`config.mk`:
```
export PLATFORM = sky130hd
export DESIGN_NAME = wb_regfile
export DESIGN_NICKNAME = d
export VERILOG_FILES = /design/src/rtl/wb_regfile.sv
export SDC_FILE = /design/constraint.sdc
export NUM_CORES = 2
export LEC_CHECK = 0
export BUFFER_PORTS_ARGS = -buffer_cell sky130_fd_sc_hd__clkbuf_2
export CAP_MARGIN = 30
export CORE_MARGIN = 2
export CORE_UTILIZATION = 65
export CTS_CLUSTER_SIZE = 20
export DETAILED_ROUTE_END_ITERATION = 10
export GPL_ROUTABILITY_DRIVEN = 0
export PLACE_DENSITY_LB_ADDON = 0.3
export SETUP_SLACK_MARGIN = 0.02
export SYNTH_ARGS = -nofsm -noshare
export SYNTH_HDL_FRONTEND = slang
export SYNTH_SLANG_ARGS = --single-unit
```
`constraint.sdc`:
```
create_clock -name clk -period 4.45 [get_ports clk]
set_input_delay 0.6675 -clock clk [delete_from_list [all_inputs] [get_ports clk]]
set_output_delay 0.6675 -clock clk [all_outputs]
set_load 0.01 [all_outputs]
```
`src/rtl/wb_regfile.sv`:
```
// Writeback stage and 32x32 RV32I integer register file.
// Ports: clk/rst (sync, active-high); MEM/WB inputs W_wb, W_wen_rf,
//   W_ALUresult, W_DMEMresult, W_PC_next, W_rd; decode read addresses
//   D_rs1/D_rs2 -> D_rdata1/D_rdata2 (comb, bypassed); W_wdata (comb
//   writeback value); W_commit (comb); wb_count (registered commit count).
module wb_regfile #(
    parameter logic [31:0] SP_INIT = 32'h0000_0000
) (
    input  logic        clk,
    input  logic        rst,
    input  logic [1:0]  W_wb,
    input  logic        W_wen_rf,
    input  logic [31:0] W_ALUresult,
    input  logic [31:0] W_DMEMresult,
    input  logic [31:0] W_PC_next,
    input  logic [4:0]  W_rd,
    input  logic [4:0]  D_rs1,
    input  logic [4:0]  D_rs2,
    output logic [31:0] D_rdata1,
    output logic [31:0] D_rdata2,
    output logic [31:0] W_wdata,
    output logic        W_commit,
    output logic [31:0] wb_count
);

    // x0 is hardwired, so only x1..x31 are stored
    logic [31:0] regs [31:1];

    always_comb begin
        W_wdata = 32'h0;
        case (W_wb)
            2'b00:   W_wdata = W_ALUresult;
            2'b01:   W_wdata = W_DMEMresult;
            2'b10:   W_wdata = W_PC_next;
            default: W_wdata = 32'h0;
        endcase
    end

    // Source select 11 is reserved and never writes
    assign W_commit = W_wen_rf & (W_rd != 5'd0) & (W_wb != 2'b11) & ~rst;

    // Same-cycle bypass makes a committing write visible to decode
    always_comb begin
        D_rdata1 = 32'h0;
        if (!rst && D_rs1 != 5'd0) begin
            if (W_commit && D_rs1 == W_rd)
                D_rdata1 = W_wdata;
            else
                D_rdata1 = regs[D_rs1];
        end
    end

    always_comb begin
        D_rdata2 = 32'h0;
        if (!rst && D_rs2 != 5'd0) begin
            if (W_commit && D_rs2 == W_rd)
                D_rdata2 = W_wdata;
            else
                D_rdata2 = regs[D_rs2];
        end
    end

    always_ff @(posedge clk) begin
        if (rst) begin
            for (int i = 1; i < 32; i++)
                regs[i] <= (i == 2) ? SP_INIT : 32'h0;
            wb_count <= 32'h0;
        end else if (W_commit) begin
            regs[W_rd] <= W_wdata;
            wb_count   <= wb_count + 32'd1;
        end
    end

endmodule

```
-- Word level (Yosys, flattened, before mapping)
Memory sizes are Yosys's and may differ from the RTL's.
Index checks and enable logic that the tools add are counted.
Widths: inputs -> output; s select.
- add/sub/neg operators: 1
- equality and inequality tests: 5
- mux-type cells: 13
- bitwise operators: 4
- reductions and logical operators: 10
- operators by type and width (cell ; number):
    $mux 32 ; 5
    $pmux 32 s3 ; 1
    $add 32x1->32 const B ; 1
    $reduce_or 32->1 ; 1
    $reduce_bool 5->1 ; 3
    $eq 5x5->1 ; 2
    $mux 1 ; 6
    $mux 5 ; 1
    $logic_and 1x1->1 ; 4
    $and 1x1->1 ; 3
    $eq 2x1->1 const B ; 1
    $eq 2x2->1 const B ; 1
    $logic_not 2->1 ; 1
    $ne 2x2->1 const B ; 1
    $logic_not 1->1 ; 1
    $not 1->1 ; 1
- register bits after elaboration: 32
- memory bits (writable): 992
- input bits: 116
- output and inout bits: 129
- logic and storage cells: 35
- memories: 1
- memory list (memory ; depth ; bits a word ; rd ports ; clocked after Yosys merged registers in ; write ports ; line ; text):
    regs ; 31 ; 32 ; 2 ; 0 ; 31 ; 27 ; logic [31:0] regs [31:1];

-- Longest topological paths before layout
- word-level depth: 9
- mapped depth: 9
- gate-level depth less buffers: 5

-- Worst setup path before layout
OpenSTA, ideal clock, no wires.
- path kind: in2out
- start: in D_rs1[1]
- end: out D_rdata1[22]
- data arrival time: 2837 ps
- data required time: 3783 ps
- path slack: 946 ps
- cell stages on the path: 7
- buffers on the path: 3
- cell sequence: clkbuf_1 -> clkbuf_1 -> clkbuf_1 -> mux4_2 -> mux4_2 -> nor2b_1 -> or3_1
- word-level cells in the longest chain between the ends: 4
- elaborated cells between the ends (all ways): 7
- ends and longest elaborated chain (what ; line ; text):
    start, declared ; 17 ; input logic [4:0] D_rs1,
    branches (longest 3 deep; another with $mem_v2 31x32) ; - ;
    $mux 32 (*) ; 45 ; if (!rst && D_rs1 != 5'd0) begin
    end, declared ; 19 ; output logic [31:0] D_rdata1,
Every way passes the cells marked *.

-- Worst setup path after layout
- start: in D_rs1[1]
- end: out D_rdata1[0]
The elaborated chain is that of the path after synthesis.

==> flow_metrics.tcl <==
set metrics [dict create \
    place_worst_setup_slack_ns 0.442 \
    worstSetupEndpointType "output pin" \
    place_area_mm2 0.0579 \
    grtUsageTotal_pct 43.8 \
    netlist_instances 3801 \
    clock_tree.root_cell "clkbuf_16" \
    globalRouteOverflowTotal 0 \
    drt_iter0_drc 8144 \
    ff_latch_area_mm2 0.0314 \
    synth_fa_ha_area_share_pct 0.0230 \
    die_w_um 293 \
    crit_arrival_ns 3.50 \
    fin_crit_ns 4.16 \
    postCtsSetupBuffers 0 \
    syn2layout_area_growth_pct 13.2 \
    synth_top_flop_cell "edfxtp_1" \
    multi_input_area_mm2 0.0215 \
    start_util_pct 65.9 \
    cts_tree "yes" \
    hp-class "input pin to flop" \
    place_hpwl_um 110000 \
    vias_per_cell 7.76 \
    fin_tns_setup_ns 0 \
    setup_ws_ns 0.287 \
    clkTransAtPathRegs_ns 0.06 \
    antenna_found_initial 12 \
    cts_hold_buf 0 \
    yosys.area_share.simple_pct 10.6 \
    grt_pass1_wl_um 267000 \
    maxSlewViolCount 0 \
    cp_cell_sequence "buf_8, buf_12, mux4_2, a22oi_1, a21oi_1, or3_1, clkbuf_2" \
    synth.area.mux_share_pct 24.5 \
    fillCellCount 4592 \
    synth_compound_area_share_pct 3.18 \
    ys_ff_latch 1056 \
    ant_nets 0 \
    rsz0062_at_grt "no" \
    clk-insertion-delay-late_ns 0.69 \
    cts_buffers 107 \
    clk_path_buf_depth 3 \
    slowest_delay_ns 0.67 \
    total_power_mw 24.2 \
    ys_warn_count 0 \
    coreArea_mm2 0.0824 \
    final_core_util_pct 74.6 \
    numClockSinks 1056 \
    worst-setup-path-type "input pin to output pin" \
    io_buffers 244 \
    async_flop_share_pct 0 \
    wire_per_inst_um 36.2 \
    path_max_fanout 33 \
    max_slew_margin_pct 26.1 \
    drc_errors 0 \
    num_vias 40025 \
    leakagePower_nw 21.4 \
    cp-start-kind "input pin" \
    synth_top_family_by_area "multiplexers" \
    synth_edf_count 1024 \
    tightest_slew_ns 1.11 \
    status "finished, final reports clean" \
    die_area_mm2 0.0859 \
    power_density_mw_per_mm2 394 \
    io_pins 245 \
    routed_wl_um 187000 \
    synth-seq-area-share_pct 57.8 \
    hold_violations 0 \
    ir_drop_v 0.000385 \
    fp-row-count 105 \
    setup_viol 0 \
    syn_area_per_cell_um2 14.3 \
    cp_slowest_cell "a22oi_1" \
    grt_pass1_vias 40069 \
    skew_ns 0.00541 \
    worstPathRequired_ns 3.78 \
    cts_resized 0 \
    fin_crit_sh_pct 93.5 \
    die_y_um 293 \
    synth_xor_area_share_pct 0.436 \
    dr.pass1.iters 7 \
    maxCapViolCount 0 \
    cts_htree_levels 3 \
    netlist_area_mm2 0.0543 \
    final_cell_area_mm2 0.0615 \
    nets 4109 \
    grt_max_degree 65 \
    synthDistinctLibCells 45 \
    max_freq_ghz 0.240 \
    final_layout_size_suffix_gt1_share_pct 30.7 \
]
-- layer usage --
layer | routed length [um] | up-vias | track usage [%]
met2 | 84300 | 4757 | 65.8
met1 | 54400 | 19256 | 54.5
met4 | 14600 | 10 | 27.4
li1 | - | 14835 | -
met3 | 33200 | 1167 | 16.1
met5 | 69 | - | 0
-- final cells by class --
type,count,share of cell area [%]
flip-flops and latches,1056,51.1
multi-input cells,2334,35.1
repair buffers,451,5.71
clock buffers,140,4.64
well taps,1070,2.18
clock inverters,57,1.04
inverters,42,0.257
diodes,6,0.0244
-- placed cells by master (no fill, tap or decap), types with 5 or more instances in the layout --
master	count
clkbuf_2	235
conb_1	32
nand2_1	45
o21ai_0	6
and3_1	5
buf_12	53
mux4_2	570
nand4_1	6
and2_1	5
dfxtp_1	32
nor3_1	8
diode_2	6
clkinv_2	14
buf_4	156
a22oi_1	126
nor4_1	6
a21oi_1	70
clkinv_1	19
a21oi_2	22
clkbuf_16	108
clkbuf_1	27
nand2_2	31
mux2i_1	44
edfxtp_1	1024
xnor2_1	24
nand3_1	14
nor2b_1	70
nor2_1	1111
inv_1	41
clkinvlp_4	5
a21oi_4	10
and3b_1	5
or3_1	72
bufinv_16	13
-- report_power, final --
part	total (mW)	switching [mW]	internal, mW
registers	11.8	0.323	11.4
logic	3.24	1.88	1.36
clock network	9.21	3.94	5.26
-- registers in the layout, summed over array words and instances, names as in the netlist --
signal	cells
wb_count	32
regs	1024
-- critical path: cells and delay by family --
kind,cells,cell delay [ns]
mux,1,0.59
simple gates,1,0.46
buf+inv,3,0.82
compound gates,2,0.88
-- path summary, 6_finish.rpt --
| check | to | slack, ns | from | cells after the start |
|---|---|---|---|---|
| setup / recovery | D_rdata1[0] | 0.29 | D_rs1[1] | 7 |
| hold / removal | regs[0][30] | 0.29 | W_DMEMresult[30] | 3 |
| hold reg to reg | wb_count[31] | 0.46 | wb_count[31] | 1 |
| setup reg to reg | wb_count[25] | 2.01 | wb_count[3] | 5 |
-- cell families after synthesis --
logic type	after synthesis
AOI/OAI and AO/OA	262
xor gates and xnor gates	27
adders and majority gates	1
buffers and inverters	442
DFF	1056
muxes	615
other	1
and+or+nand+nor	1397
-- cell usage after synthesis (2+ instances only) --
cell type | count | area (um2)
a211o_1 | 2 | 17.5
or3_1 | 74 | 463
o211ai_1 | 3 | 22.5
and3_1 | 5 | 31.3
xnor2_1 | 24 | 210
o21a_1 | 2 | 15.0
o21ai_0 | 6 | 30.0
mux2i_1 | 44 | 440
o221ai_1 | 2 | 17.5
and4_1 | 4 | 35.0
o311ai_1 | 2 | 17.5
nor4_1 | 6 | 37.5
or4_1 | 2 | 15.0
clkbuf_1 | 315 | 1180
and2_1 | 3 | 18.8
a211oi_1 | 4 | 30.0
o31ai_1 | 4 | 30.0
nor3_1 | 8 | 40.0
and3b_1 | 5 | 43.8
and2_0 | 2 | 12.5
buf_1 | 16 | 60.1
xor2_1 | 3 | 26.3
nand4_1 | 6 | 37.5
edfxtp_1 | 1024 | 30700
dfxtp_1 | 32 | 641
a21oi_1 | 102 | 510
buf_2 | 47 | 235
nand2_1 | 76 | 285
inv_1 | 42 | 158
nor2_1 | 1115 | 4190
a22oi_1 | 126 | 946
nand3_1 | 17 | 85.1
buf_6 | 22 | 248
nor2b_1 | 73 | 457
a221oi_1 | 4 | 35.0
mux4_2 | 570 | 12800
-- through the flow --
stage	hold WS, ns	instances
after global routing	0.304	5151
after floorplan	0.478	3832
after CTS	0.285	5149
after detailed placement	0.454	4952
after global placement	0.447	4952
final	0.289	5156
Note: power is estimated with default switching activity, not from simulation.
